`src/rtl/wb_queue_pkg.sv`:
```
// Shared types and constants for the writeback queue and its forwarding lookup.
// No logic, so no latency.
// No flow control lives here.
package wb_queue_pkg;

  localparam int REG_ADDR_W = 5;
  localparam int REG_DATA_W = 32;
  localparam logic [REG_ADDR_W-1:0] REG_ZERO = '0;

  // One deferred writeback: destination register and its value.
  typedef struct packed {
    logic [REG_ADDR_W-1:0] addr;
    logic [REG_DATA_W-1:0] data;
  } wb_entry_t;

endpackage

```
`src/rtl/wb_queue_fwd_lookup.sv`:
```
// Youngest-match search of the queued entries for one read address.
// Combinational, zero latency.
// No flow control; the result is valid whenever the inputs are.
module wb_queue_fwd_lookup
  import wb_queue_pkg::*;
#(
  parameter int DEPTH = 4,
  parameter int PTR_W = $clog2(DEPTH),
  parameter int CNT_W = $clog2(DEPTH) + 1
) (
  input  wb_entry_t               i_entries [DEPTH],
  input  logic [PTR_W-1:0]        i_head,
  input  logic [CNT_W-1:0]        i_count,
  input  logic [REG_ADDR_W-1:0]   i_rr,
  output logic                    o_hit,
  output logic [REG_DATA_W-1:0]   o_data
);

  logic [PTR_W-1:0] w_idx;

  // Walk oldest to youngest so the last match seen is the youngest one.
  always_comb begin
    o_hit  = 1'b0;
    o_data = '0;
    w_idx  = '0;
    for (int i = 0; i < DEPTH; i++) begin
      w_idx = i_head + PTR_W'(i);
      if ((CNT_W'(i) < i_count) && (i_rr != REG_ZERO) &&
          (i_entries[w_idx].addr == i_rr)) begin
        o_hit  = 1'b1;
        o_data = i_entries[w_idx].data;
      end
    end
  end

endmodule

```
`src/rtl/wb_queue.sv`:
```
// Register-bank write port arbiter: pipeline writeback first, deferred FIFO drains when idle.
// Write/WA/WD are combinational; a queued entry reaches the bank the cycle after acceptance at the earliest.
// in_ready comes from registered count only; a pipe_write cycle stalls the drain.
module wb_queue
  import wb_queue_pkg::*;
#(
  parameter int DEPTH  = 4,
  parameter int DATA_W = REG_DATA_W,
  parameter int ADDR_W = REG_ADDR_W
) (
  input  logic                        clk,
  input  logic                        rst_n,
  input  logic                        pipe_write,
  input  logic [ADDR_W-1:0]           pipe_wa,
  input  logic [DATA_W-1:0]           pipe_wd,
  input  logic                        in_valid,
  output logic                        in_ready,
  input  logic [ADDR_W-1:0]           in_wa,
  input  logic [DATA_W-1:0]           in_wd,
  input  logic [ADDR_W-1:0]           rr1,
  input  logic [ADDR_W-1:0]           rr2,
  output logic                        fwd1_hit,
  output logic [DATA_W-1:0]           fwd1_data,
  output logic                        fwd2_hit,
  output logic [DATA_W-1:0]           fwd2_data,
  output logic                        Write,
  output logic [ADDR_W-1:0]           WA,
  output logic [DATA_W-1:0]           WD,
  output logic [$clog2(DEPTH):0]      count
);

  localparam int PTR_W = $clog2(DEPTH);
  localparam int CNT_W = $clog2(DEPTH) + 1;

  wb_entry_t        r_mem [DEPTH];
  logic [PTR_W-1:0] r_head;
  logic [PTR_W-1:0] r_tail;
  logic [CNT_W-1:0] r_count;

  logic w_accept;
  logic w_enq;
  logic w_deq;

  assign in_ready = (r_count < CNT_W'(DEPTH));
  assign count    = r_count;
  assign w_accept = in_valid && in_ready;
  // Writes to register 0 are acknowledged but dropped: the bank would discard them anyway.
  assign w_enq    = w_accept && (in_wa != REG_ZERO);
  assign w_deq    = !pipe_write && (r_count != '0);

  // Port arbitration; gating with rst_n keeps Write low for the whole reset window.
  always_comb begin
    Write = 1'b0;
    WA    = '0;
    WD    = '0;
    if (rst_n) begin
      if (pipe_write) begin
        Write = 1'b1;
        WA    = pipe_wa;
        WD    = pipe_wd;
      end else if (r_count != '0) begin
        Write = 1'b1;
        WA    = r_mem[r_head].addr;
        WD    = r_mem[r_head].data;
      end
    end
  end

  // Entry storage; contents are meaningless outside [head, head+count) so no reset.
  always_ff @(posedge clk) begin
    if (w_enq) begin
      r_mem[r_tail] <= '{addr: in_wa, data: in_wd};
    end
  end

  // Pointers and occupancy; count alone tells full from empty.
  always_ff @(posedge clk or negedge rst_n) begin
    if (!rst_n) begin
      r_head  <= '0;
      r_tail  <= '0;
      r_count <= '0;
    end else begin
      if (w_enq) r_tail <= r_tail + PTR_W'(1);
      if (w_deq) r_head <= r_head + PTR_W'(1);
      case ({w_enq, w_deq})
        2'b10:   r_count <= r_count + CNT_W'(1);
        2'b01:   r_count <= r_count - CNT_W'(1);
        default: r_count <= r_count;
      endcase
    end
  end

  wb_queue_fwd_lookup #(.DEPTH(DEPTH)) u_fwd1 (
    .i_entries (r_mem),
    .i_head    (r_head),
    .i_count   (r_count),
    .i_rr      (rr1),
    .o_hit     (fwd1_hit),
    .o_data    (fwd1_data)
  );

  wb_queue_fwd_lookup #(.DEPTH(DEPTH)) u_fwd2 (
    .i_entries (r_mem),
    .i_head    (r_head),
    .i_count   (r_count),
    .i_rr      (rr2),
    .o_hit     (fwd2_hit),
    .o_data    (fwd2_data)
  );

endmodule

```
`config.mk`:
```
export PLATFORM = sky130hd
export DESIGN_NAME = wb_queue
export DESIGN_NICKNAME = d
export VERILOG_FILES = /design/src/rtl/wb_queue_pkg.sv /design/src/rtl/wb_queue_fwd_lookup.sv /design/src/rtl/wb_queue.sv
export SDC_FILE = /design/constraint.sdc
export NUM_CORES = 1
export LEC_CHECK = 0
export ABC_CLOCK_PERIOD_IN_PS = 5100
export CELL_PAD_IN_SITES_DETAIL_PLACEMENT = 2
export CELL_PAD_IN_SITES_GLOBAL_PLACEMENT = 2
export CORE_MARGIN = 10
export CORE_UTILIZATION = 34
export CTS_CLUSTER_DIAMETER = 120
export DETAILED_ROUTE_END_ITERATION = 8
export PLACE_DENSITY = 0.84
export SETUP_SLACK_MARGIN = 0.1
export SKIP_LAST_GASP = 1
export SYNTH_ARGS = -nofsm -noshare
export SYNTH_HDL_FRONTEND = slang
export SYNTH_SLANG_ARGS = --single-unit
```
`constraint.sdc`:
```
create_clock -name clk -period 5.1 [get_ports clk]
set_input_delay 1.275 -clock clk [delete_from_list [all_inputs] [get_ports clk]]
set_output_delay 1.275 -clock clk [all_outputs]
set_load 0.01 [all_outputs]
```
==> summary.md, run 1 <==
| Metric | Value |
|---|---|
| First-pass GRT wire length | `about 92 mm` |
| Largest net degree at the start of global routing | `170` |
| Number of flops mapped to enable cells by yosys | `roughly 150` |
| Final setup viols | `27` |
| GRT Residual Overflow | `0` |
| Power density of the placed cells | `between 500 and 600 nW/µm²` |
| Post-Place Cells | `2000` |
| Post-Route Skew | `approximately 0.016 ns` |
| Hold Path Class | `flop to flop` |
| Overall routed net length | `~71 mm` |
| Primary FF master, synth | `edfxtp_1` |
| Fillers | `between 3000 and 4000` |
| Status | `finished, violations left` |
| Seq/Total Area, Yosys | `approximately 37%` |
| Unrepaired setup endpoints after global routing | `yes` |
| Syn Area/Cell | `about 9.2 µm²` |
| GRT met1 Usage | `around a third` |
| Critical Path AT | `between 3 and 4 ns` |
| Row count | `70` |
| Root Driver | `clkbuf_16` |
| CP Launch Type | `flop` |
| Fmax | `about 190 MHz` |
| YS warnings | `0` |
| Worst-path fanout max | `20` |
| Met3 usage | `under 10%` |
| Worst Tran Pin Value | `approximately 0.96 ns` |
| Post-synth ARST share | `around 4.5%` |
| CP required | `around 3.8 ns` |
| Failing checks | `setup timing` |
| DR WL/cell | `33.4 µm` |
| Final worst-path cycle share | `102%` |
| Setup WS post-layout | `-0.116 ns` |
| Initial antenna violation count | `4` |
| DP Area | `15700 µm²` |
| Die Y-Extent | `roughly 210 µm` |
| Most frequent cells in the layout | `nor2_1 (175), mux2i_1 (166), edfxtp_1 (148), nand2_1 (140), buf_4 (121)` |
| Total core area | `approximately 36000 µm²` |
| Routed via count | `13567` |
| Clock sink total | `155` |
| Final Max Slew Viols | `0` |
| Crit Path Category | `flop to output pin` |
| Initial core utilization | `about a third` |
| Drt first-iter violations | `roughly 1400` |
| Most frequent CP cell | `buf_6` |
| Worst Path Buf+Inv | `5` |
| Worst hold slack | `between 0.6 and 0.7 ns` |
| Finished layout cell area | `17200 µm²` |
| Die W | `212 µm` |
| I/O pins | `around 200` |
| Hold Fails Final Rpt | `0` |
| DRC | `0` |
| Worst VDD drop | `roughly 0.43 mV` |
| Number of max-cap violations | `0` |
| Share of cells above drive strength 1 | `25.6%` |
| Vias in the first global route | `roughly 14000` |
| Via-to-Cell Ratio | `roughly 6.4` |
| Syn nets | `between 1000 and 1500` |
| Commonest non-fill, non-tap cell in the layout | `nor2_1` |
| GP Congestion | `between 0.8 and 0.9` |
| Syn Std Cell Area | `roughly 13000 µm²` |
| Family with the most delay on the worst path | `compound AO/OA/AOI/OAI gates` |
| Met2 Track Usage GR | `a little under half` |
| Num CTS Buffers | `17` |
| Slowest stage delay, CP | `0.57 ns` |
| Non-Filler Instances | `2118` |
| Skew-Pair Late Insertion Delay | `0.47 ns` |
| Final ANT Viol Nets | `0` |
| Mapped Cells | `1357` |
| DIE AREA | `44900 µm²` |
| DRT Pass-1 Iters | `6` |
| Crit. End Element | `output pin` |
| Synth Register Bits | `roughly 160` |
| Layout Nets | `roughly 1700` |
| PortBufs | `~200` |
| Final HPWL DP | `approximately 38 mm` |
| H-tree depth | `4` |
| Synth-to-layout area growth | `37.7%` |
| CP max-delay cell | `mux4_2` |
| Clk slew on worst S/H paths | `approximately 0.070 ns` |
| Crit-path cells | `buf_6, mux4_2, xor2_1, or4_4, a21oi_4, buf_6, buf_4, buf_6, nor2_1, a31oi_1, a31o_1, buf_2` |
| CTS Buffer Depth | `2` |
| GRT busiest layer | `met2` |
| Leakage | `6.74 nW` |
| Post-synthesis cell type count | `53` |
| Total Routing Usage GR | `a little over a quarter` |
| Slew margin rel. | `between 30 and 40%` |
| CTS tree | `built` |
| Fin crit period | `5.22 ns` |
[power breakdown]
part | total, mW | internal [mW] | switching (mW)
Clock | 1.29 | 0.631 | 0.660
Combinational | 6.97 | 2.76 | 4.21
Sequential | 1.80 | 1.60 | 0.195
Total | 10.1 | 4.99 | 5.06
[flip-flops by register name (all words and copies together), names as in the netlist]
| name | flops |
|---|---|
| count | 3 |
| r_head | 2 |
| r_tail | 2 |
| r_mem | 148 |
[cell type report]
class                           count  area (µm²)  share of cell area, %
Sequential cell                   155        4630                   26.9
Timing Repair Buffer              385        3760                   21.8
Clock inverter                     15         116                  0.676
Antenna cell                        3        7.51                 0.0436
Clock buffer                       17         425                   2.47
Inverter                           33         126                  0.734
Tap cell                          468         586                   3.40
Multi-Input combinational cell   1042        7580                   44.0
[metrics by stage]
step                      setup WS (ns)  power, mW  utilization (%)  TNS (ns)
final                            -0.116       10.1             47.3     -1.58
after global routing             -0.189       10.4             47.3     -4.61
after CTS                      -0.00611       9.12             46.1  -0.00611
after detailed placement         -0.510       7.48             43.0    -25.83
after global placement           -0.370       7.19             43.0    -18.15
after floorplan                   0.480       5.24                -         0
[repair_timing]
item	in CTS	in global routing
pin swaps	30	38
resized for setup	218	146
hold buffers	0	0
cloned	4	4
endpoints found under the setup margin	66	85
buffers inserted	40	36
[synth_stat cells (8+ instances only)]
library cell / instances / area [µm²]
xor2_1: 13 / 114
mux2_2: 33 / 372
o22ai_1: 29 / 181
a22oi_1: 8 / 60.1
nand2_1: 144 / 541
a31o_1: 20 / 175
a31o_2: 8 / 70.1
mux2i_1: 171 / 1710
buf_2: 32 / 160
nor3_1: 29 / 145
a32oi_1: 27 / 236
nand4_1: 26 / 163
o21a_1: 9 / 67.6
a21o_1: 20 / 150
edfxtp_1: 148 / 4440
and2_1: 8 / 50.1
xnor2_1: 32 / 280
inv_1: 33 / 124
a31oi_1: 30 / 188
mux4_2: 19 / 428
or3_1: 11 / 68.8
clkbuf_1: 68 / 255
o21ai_0: 32 / 160
nor2b_1: 39 / 244
nor2_1: 178 / 668
o31ai_1: 59 / 443
a21oi_1: 49 / 245
ha_1: 9 / 113
buf_1: 21 / 78.8
[worst paths after layout]
path	start	to	slack (ns)	depth (start not counted)
worst max-delay path	r_head[0]	fwd2_data[24]	-0.12	12
worst min-delay path	count[0]	count[0]	0.70	1
worst max register to register	count[2]	r_mem[83]	2.44	4
worst min register to register	count[0]	count[0]	0.70	1
max in group asynchronous	rst_n	r_tail[1]	3.67	2
min in group asynchronous	rst_n	r_head[0]	0.84	1
[layer usage]
layer | wire, µm | share of wire, % | vias to the layer above
met2 | 35100 | 50 | 752
met3 | 4660 | 6.6 | 263
met4 | 3670 | 5.2 | 2
li1 | - | - | 5607
met5 | 13 | 0.018 | -
met1 | 27400 | 39 | 6943
[kinds of logic (layout without fill, tap and decap cells)]
logic type	Yosys count	count (layout)	share of synthesized area [%]
adders and majority gates	9	9	0.900
muxes	224	224	20.3
AOI/OAI and AO/OA	311	311	17.1
DFF	155	155	36.9
buffers and inverters	160	450	5.42
and+or+nand+nor	453	453	16.2
other	0	3	0
xor gates and xnor gates	45	45	3.15
Power figures use the tool's default switching activity.
==> run 2, diff against run 1 <==
Settings changed: CORE_UTILIZATION 34 to 38, GPL_TIMING_DRIVEN set to 0, SYNTH_HIERARCHICAL set to 1.
==> summary.md, run 2 <==
| Metric | Value |
|---|---|
| Final HPWL DP | `52.1 mm (was 37.9 mm)` |
| Synth Register Bits | `155 (unchanged)` |
| Final setup viols | `25 (was 27)` |
| GP Congestion | `0.960 (was 0.872)` |
| CTS Buffer Depth | `2 (unchanged)` |
| Fin crit period | `5.22 ns (about the same)` |
| Ranking of synthesized cells by area | `edfxtp_1 (30%), mux2_2 (14%), mux2i_1 (14%), mux4_2 (8.0%), a221o_1 (5.5%) (was edfxtp_1 (36%), mux2i_1 (14%), nor2_1 (5.3%), nand2_1 (4.3%), o31ai_1 (3.5%))` |
| Family with the most delay on the worst path | `buffers and inverters (was compound AO/OA/AOI/OAI gates)` |
| Overall routed net length | `84.9 mm (was 70.8 mm)` |
| Post-synth ARST share | `4.52% (unchanged)` |
| Total Routing Usage GR | `31.0% (was 26.9%)` |
| Clk slew on worst S/H paths | `0.06 ns (was 0.07 ns)` |
| Worst-path fanout max | `10 (was 20)` |
| DR WL/cell | `40.6 µm (was 33.4 µm)` |
| Worst VDD drop | `0.331 mV (was 0.431 mV)` |
| Die W | `219 µm (was 212 µm)` |
| Final ANT Viol Nets | `0 (unchanged)` |
| Number of flops mapped to enable cells by yosys | `148 (unchanged)` |
| Largest register FFs | `148 (unchanged)` |
| Share of cells above drive strength 1 | `39.6% (was 25.6%)` |
| Fin Setup TNS | `-0.971 ns (was -1.58 ns)` |
| Unrepaired setup endpoints after global routing | `yes (unchanged)` |
| Failing checks | `setup timing (unchanged)` |
| Die Y-Extent | `219 µm (was 212 µm)` |
| Routed via count | `15451 (was 13567)` |
| Most frequent cells in the layout | `mux2i_1 (203), mux2_2 (192), edfxtp_1 (148), clkdlybuf4s50_1 (120), a221o_1 (82) (was nor2_1 (175), mux2i_1 (166), edfxtp_1 (148), nand2_1 (140), buf_4 (121))` |
| Syn nets | `1392 (was 1454)` |
| Area occupied by multi-input gates | `10300 µm² (was 7580 µm²)` |
| Vias in the first global route | `15598 (was 14047)` |
| Antenna diodes | `0 (was 3)` |
| CP Launch Type | `flop (unchanged)` |
| Initial antenna violation count | `4 (unchanged)` |
| Slew margin rel. | `18.5% (was 35.8%)` |
| PortBufs | `185 (was 195)` |
| GRT Residual Overflow | `0 (unchanged)` |
| Power density of the placed cells | `657 nW/µm² (was 584 nW/µm²)` |
| Hold Fails Final Rpt | `0 (unchanged)` |
| YS warnings | `6 (was 0)` |
| DIE AREA | `47800 µm² (was 44900 µm²)` |
| Synth-to-layout area growth | `30.4% (was 37.7%)` |
| Synth top area share | `29.6% (was 35.5%)` |
| Final Max Slew Viols | `0 (unchanged)` |
| Syn Std Cell Area | `15000 µm² (was 12500 µm²)` |
| Worst Path Buf+Inv | `9 (was 5)` |
| Setup WS post-layout | `-0.124 ns (was -0.116 ns)` |
| Crit. End Element | `output pin (unchanged)` |
| H-tree depth | `4 (unchanged)` |
| Seq/Total Area, Yosys | `30.8% (was 36.9%)` |
| Total power | `12.9 mW (was 10.1 mW)` |
| Critical Path AT | `3.95 ns (was 3.94 ns)` |
| Finished layout cell area | `19600 µm² (was 17200 µm²)` |
| Hold buffer count at CTS | `0 (unchanged)` |
| Primary FF master, synth | `edfxtp_1 (unchanged)` |
| Largest net degree at the start of global routing | `26 (was 170)` |
| Commonest non-fill, non-tap cell in the layout | `mux2i_1 (was nor2_1)` |
| Total core area | `38800 µm² (was 36400 µm²)` |
| Reg area | `4620 µm² (was 4630 µm²)` |
| Slowest stage delay, CP | `0.45 ns (was 0.57 ns)` |
| DRT Pass-1 Iters | `6 (unchanged)` |
| Final worst-path cycle share | `102% (about the same)` |
| Min-delay src | `r_tail[1] (was count[0])` |
| FF-to-FF Start | `count[0] (was count[2])` |
| Num CTS Buffers | `17 (unchanged)` |
| Worst Tran Pin Value | `1.22 ns (was 0.963 ns)` |
| Layout Nets | `1657 (was 1731)` |
| DRC | `0 (unchanged)` |
| Fmax | `191 MHz (was 192 MHz)` |
| Clock sink total | `155 (unchanged)` |
| Status | `finished, violations left (unchanged)` |
| Via-to-Cell Ratio | `7.38 (was 6.41)` |
| Crit Path Category | `flop to output pin (unchanged)` |
| Number of max-cap violations | `0 (unchanged)` |
| Initial core utilization | `38.6% (was 34.3%)` |
| CP required | `3.83 ns (about the same)` |
| DP Area | `17600 µm² (was 15700 µm²)` |
| CP max-delay cell | `clkbuf_4 (was mux4_2)` |
| Leakage | `7.08 nW (was 6.74 nW)` |
| Cell type with the largest total area after synthesis | `edfxtp_1 (unchanged)` |
| Mapped Cells | `1298 (was 1357)` |
| First-pass GRT wire length | `110 mm (was 91.6 mm)` |
| Fillers | `3741 (was 3792)` |
| Skew-Pair Late Insertion Delay | `0.48 ns (was 0.47 ns)` |
| Post-Route Skew | `0.0112 ns (was 0.0162 ns)` |
| Crit-path cells | `buf_6, buf_12, buf_12, buf_12, buf_4, buf_2, buf_2, clkbuf_4, mux2i_1, mux2i_1, a2bb2oi_1, o2bb2ai_2, dlygate4sd2_1 (was buf_6, mux4_2, xor2_1, or4_4, a21oi_4, buf_6, buf_4, buf_6, nor2_1, a31oi_1, a31o_1, buf_2)` |
| Biggest register | `r_mem (unchanged)` |
| Critical Path Source | `r_head[1] (was r_head[0])` |
| CTS tree | `built (unchanged)` |
| I/O pins | `196 (unchanged)` |
| Most frequent CP cell | `buf_12 (was buf_6)` |
| Drt first-iter violations | `2054 (was 1382)` |
| Post-synthesis cell type count | `52 (was 53)` |
| Root Driver | `clkbuf_16 (unchanged)` |
| Count leader, synth | `mux2i_1 (was nor2_1)` |
| Row count | `72 (was 70)` |
| Post-synth top cells | `mux2i_1 (211), mux2_2 (192), edfxtp_1 (148) (was nor2_1 (178), mux2i_1 (171), edfxtp_1 (148))` |
| Syn Area/Cell | `11.6 µm² (was 9.22 µm²)` |
| Hold Path Class | `flop to flop (unchanged)` |
run 2: stage by stage:
step                utilization, %  setup WS [ns]  cells  hold WS, ns
floorplan                        -          0.603   1298        0.535
global placement              45.1         -0.919   2001        0.567
detailed placement            45.3         -0.947   2005        0.596
CTS                           48.7         0.0832   2058        0.610
global route                  50.4         -0.185   2093        0.665
finish                        50.4         -0.124   2093        0.616
run 2: kinds of logic after synthesis:
kind of cell / after synthesis / synth area share [%]
AO/OA/AOI/OAI: 385 / 20.2
XOR/XNOR: 52 / 3.29
adder cells (fa/ha/maj): 6 / 0.550
buffers and inverters: 150 / 5.02
flip-flops: 155 / 30.8
multiplexers: 457 / 36.5
AND/OR/NAND/NOR: 93 / 3.61
run 2: path summary, 6_finish.rpt:
kind                            endpoint  slack [ns]  cells after the start
hold reg to reg                r_tail[1]        0.62                      1
hold / removal                 r_tail[1]        0.62                      1
setup / recovery           fwd2_data[17]       -0.12                     13
max in group asynchronous      r_head[1]        3.90                      1
min in group asynchronous      r_tail[1]        0.86                      1
setup reg to reg                count[2]        2.77                      8
run 2: layout make-up:
cell class	instances	area share, %
Buffer	135	5.62
Inverter	13	0.250
Sequential cell	155	23.6
Clock buffer	18	2.19
Multi-Input combinational cell	993	52.7
Clock inverter	13	0.653
Timing Repair Buffer	248	11.6
Tap cell	518	3.31
run 2: timing repair:
action / CTS / global route
resized for setup: 262 / 225
setup buffers: 23 / 30
setup endpoints to repair: 103 / 69
cloned: 0 / 6
pin swaps: 39 / 35
run 2: layer usage:
layer  up-vias  global-route usage (%)  routed length (µm)
met1      7906                    38.5               31300
met5         -                       0                  18
met4         2                    16.6                5520
li1       5843                       -                   -
met2      1261                    49.2               38800
met3       439                    6.99                9270
run 2: power by group:
group / total (mW) / internal (mW) / switching, mW
clock: 1.31 / 0.712 / 0.601
combinational: 9.63 / 4.07 / 5.56
sequential: 1.91 / 1.61 / 0.294
==> run 3, diff against run 2 <==
Settings changed: CAP_MARGIN set to 20, CORE_UTILIZATION 38 to 30, PLACE_DENSITY 0.84 to 0.69.
==> summary.md, run 3 (synthesized netlist as in run 2, its figures left out) <==
| Metric | Value |
|---|---|
| Family with the most delay on the worst path | `compound AO/OA/AOI/OAI gates (was buffers and inverters)` |
| Hold path endpoint | `r_tail[1] (unchanged)` |
| Final Max Slew Viols | `0 (unchanged)` |
| Status | `finished, final reports clean (was finished, violations left)` |
| DIE AREA | `59400 µm² (was 47800 µm²)` |
| Unrepaired setup endpoints after global routing | `yes (unchanged)` |
| Hold Fails Final Rpt | `0 (unchanged)` |
| Worst Tran Pin Value | `1.14 ns (was 1.22 ns)` |
| CP Launch Type | `flop (unchanged)` |
| CTS tree | `built (unchanged)` |
| Total core area | `49200 µm² (was 38800 µm²)` |
| Crit Path Category | `flop to output pin (unchanged)` |
| Clock sink total | `155 (unchanged)` |
| Drt first-iter violations | `1280 (was 2054)` |
| Hold Path Class | `flop to flop (unchanged)` |
| Worst Path Buf+Inv | `4 (was 9)` |
| Pre-CTS WS | `-1.15 ns (was -0.947 ns)` |
| Worst VDD drop | `0.415 mV (was 0.331 mV)` |
| Fin Setup TNS | `0 ns (was -0.971 ns)` |
| PortBufs | `185 (unchanged)` |
| Slowest stage delay, CP | `0.50 ns (was 0.45 ns)` |
| Overall routed net length | `77.7 mm (was 84.9 mm)` |
| Post-Route Skew | `0.00984 ns (was 0.0112 ns)` |
| Commonest non-fill, non-tap cell in the layout | `mux2i_1 (unchanged)` |
| Critical Path AT | `3.73 ns (was 3.95 ns)` |
| DP Area | `17800 µm² (was 17600 µm²)` |
| Number of max-cap violations | `0 (unchanged)` |
| H-tree depth | `4 (unchanged)` |
| GRT Residual Overflow | `0 (unchanged)` |
| Layout Nets | `1660 (was 1657)` |
| I/O pins | `196 (unchanged)` |
| Total power | `12.5 mW (was 12.9 mW)` |
| CP Depth | `11 (was 13)` |
| Final HPWL DP | `54.0 mm (was 52.1 mm)` |
| Root Driver | `clkbuf_16 (unchanged)` |
| Slew margin rel. | `23.8% (was 18.5%)` |
| Crit-path cells | `buf_12, buf_4, mux4_2, xor2_1, nor2_2, o2111ai_4, or2_2, clkbuf_4, o21ai_0, o2bb2ai_2, buf_2 (was buf_6, buf_12, buf_12, buf_12, buf_4, buf_2, buf_2, clkbuf_4, mux2i_1, mux2i_1, a2bb2oi_1, o2bb2ai_2, dlygate4sd2_1)` |
| Crit. End Element | `output pin (unchanged)` |
| Num CTS Buffers | `17 (unchanged)` |
| Hold buffer count at CTS | `0 (unchanged)` |
| Power density of the placed cells | `630 nW/µm² (was 657 nW/µm²)` |
| Final ANT Viol Nets | `0 (unchanged)` |
| Row count | `81 (was 72)` |
| Fin crit period | `5.00 ns (was 5.22 ns)` |
| First-pass GRT wire length | `108 mm (was 110 mm)` |
| Largest net degree at the start of global routing | `38 (was 26)` |
| Total Routing Usage GR | `24.9% (was 31.0%)` |
| DRT Pass-1 Iters | `5 (was 6)` |
| Finished layout cell area | `19900 µm² (was 19600 µm²)` |
| Fillers | `5037 (was 3741)` |
| Largest register FFs | `148 (unchanged)` |
| Skew-Pair Late Insertion Delay | `0.50 ns (was 0.48 ns)` |
| Via-to-Cell Ratio | `6.30 (was 7.38)` |
| Worst hold slack | `0.589 ns (was 0.616 ns)` |
| Reg-to-reg slack, setup | `2.79 ns (was 2.77 ns)` |
| Leakage | `7.13 nW (was 7.08 nW)` |
| Setup WS post-layout | `0.0961 ns (was -0.124 ns)` |
| Final setup viols | `0 (was 25)` |
| FF-to-FF Start | `count[2] (was count[0])` |
| Initial core utilization | `30.5% (was 38.6%)` |
| Share of cells above drive strength 1 | `41.0% (was 39.6%)` |
| GP Congestion | `0.883 (was 0.960)` |
| CP required | `3.83 ns (about the same)` |
| Die W | `244 µm (was 219 µm)` |
| Synth-to-layout area growth | `32.7% (was 30.4%)` |
| Worst-path fanout max | `10 (unchanged)` |
| FF-to-FF End | `r_mem[130] (was count[2])` |
| Most frequent cells in the layout | `mux2i_1 (201), mux2_2 (192), edfxtp_1 (148), clkdlybuf4s50_1 (120), a221o_1 (82) (was mux2i_1 (203), mux2_2 (192), edfxtp_1 (148), clkdlybuf4s50_1 (120), a221o_1 (82))` |
| Die Y-Extent | `244 µm (was 219 µm)` |
| Vias in the first global route | `15070 (was 15598)` |
| DRC | `0 (unchanged)` |
| Initial antenna violation count | `1 (was 4)` |
| Clk slew on worst S/H paths | `0.07 ns (was 0.06 ns)` |
| Min-delay src | `r_tail[1] (unchanged)` |
| Worst reg-to-reg path cell count | `4 (was 8)` |
| Hold path depth | `1 (unchanged)` |
| Final worst-path cycle share | `98.1% (was 102%)` |
| DR WL/cell | `34.6 µm (was 40.6 µm)` |
| Biggest register | `r_mem (unchanged)` |
| CTS Buffer Depth | `2 (unchanged)` |
| CP max-delay cell | `mux4_2 (was clkbuf_4)` |
| Routed via count | `14132 (was 15451)` |
| Fmax | `200 MHz (was 191 MHz)` |
## run 3: changes by cell type in the layout (fill, tap and decap cells not counted), moves of 5 or more
cell,before,now
dlygate4sd2_1,6,1
o2bb2ai_2,37,28
o21ai_0,29,21
buf_12,25,20
o21ai_1,13,18
inv_6,1,7
o2bb2ai_4,8,19
buf_4,53,61
## run 3: area by class of cell
cell class                 instances  area, µm²  share of cell area [%]
inverter                          13       48.8                   0.245
clock inverter                    15        106                   0.534
buffer                           136       1120                    5.62
tap                              664        831                    4.17
antenna                            1       2.50                  0.0126
sequential                       155       4620                    23.2
multi-input combinational        993      10500                    52.9
clock buffer                      17        425                    2.14
timing repair buffer             250       2230                    11.2
## run 3: worst max path at each step
| stage | slack, ns | endpoint | startpoint |
|---|---|---|---|
| final | 0.1 | fwd1_data[6] | r_head[0] |
| after global placement | -1.07 | fwd1_data[11] | rr1[4] |
| after floorplan | 0.60 | fwd1_data[2] | rr1[4] |
| after CTS | 0.01 | fwd2_data[24] | r_head[1] |
| after global routing | -0.03 | fwd1_data[30] | r_head[1] |
| after detailed placement | -1.15 | fwd1_data[27] | rr1[4] |
## run 3: worst register-to-register path, cell delays in order, from the launching register on
cell and delay [ns]:
dfrtp_1 0.58, inv_1 0.22, o311a_4 0.27, and2_2 0.58, buf_12 0.31
## run 3: power by group
group	leakage, nW	internal [mW]	switching [mW]
combinational	5.43	4.16	5.27
sequential	1.42	1.61	0.267
clock	0.275	0.626	0.605
total	7.13	6.40	6.14
## run 3: routing by layer
metal	vias up	part of all wire (%)	GRT usage [%]
li1	5865	-	-
met1	7466	42	31.7
met4	2	2.9	8.93
met2	674	47	41.3
met5	-	0.023	0
met3	125	7.2	4.82
## run 3: stage by stage
step                      instances  utilization (%)
after floorplan                1298                -
final                          2244             40.5
after CTS                      2223             39.6
after global routing           2243             40.5
after global placement         2147             36.0
after detailed placement       2153             36.2
## run 3: repair_timing
action / CTS / global route
hold endpoints to repair: 0 / 0
pin swaps: 47 / 42
gates resized for setup: 333 / 212
buffers inserted: 36 / 19
endpoints found under the setup margin: 103 / 80
gates cloned: 3 / 1
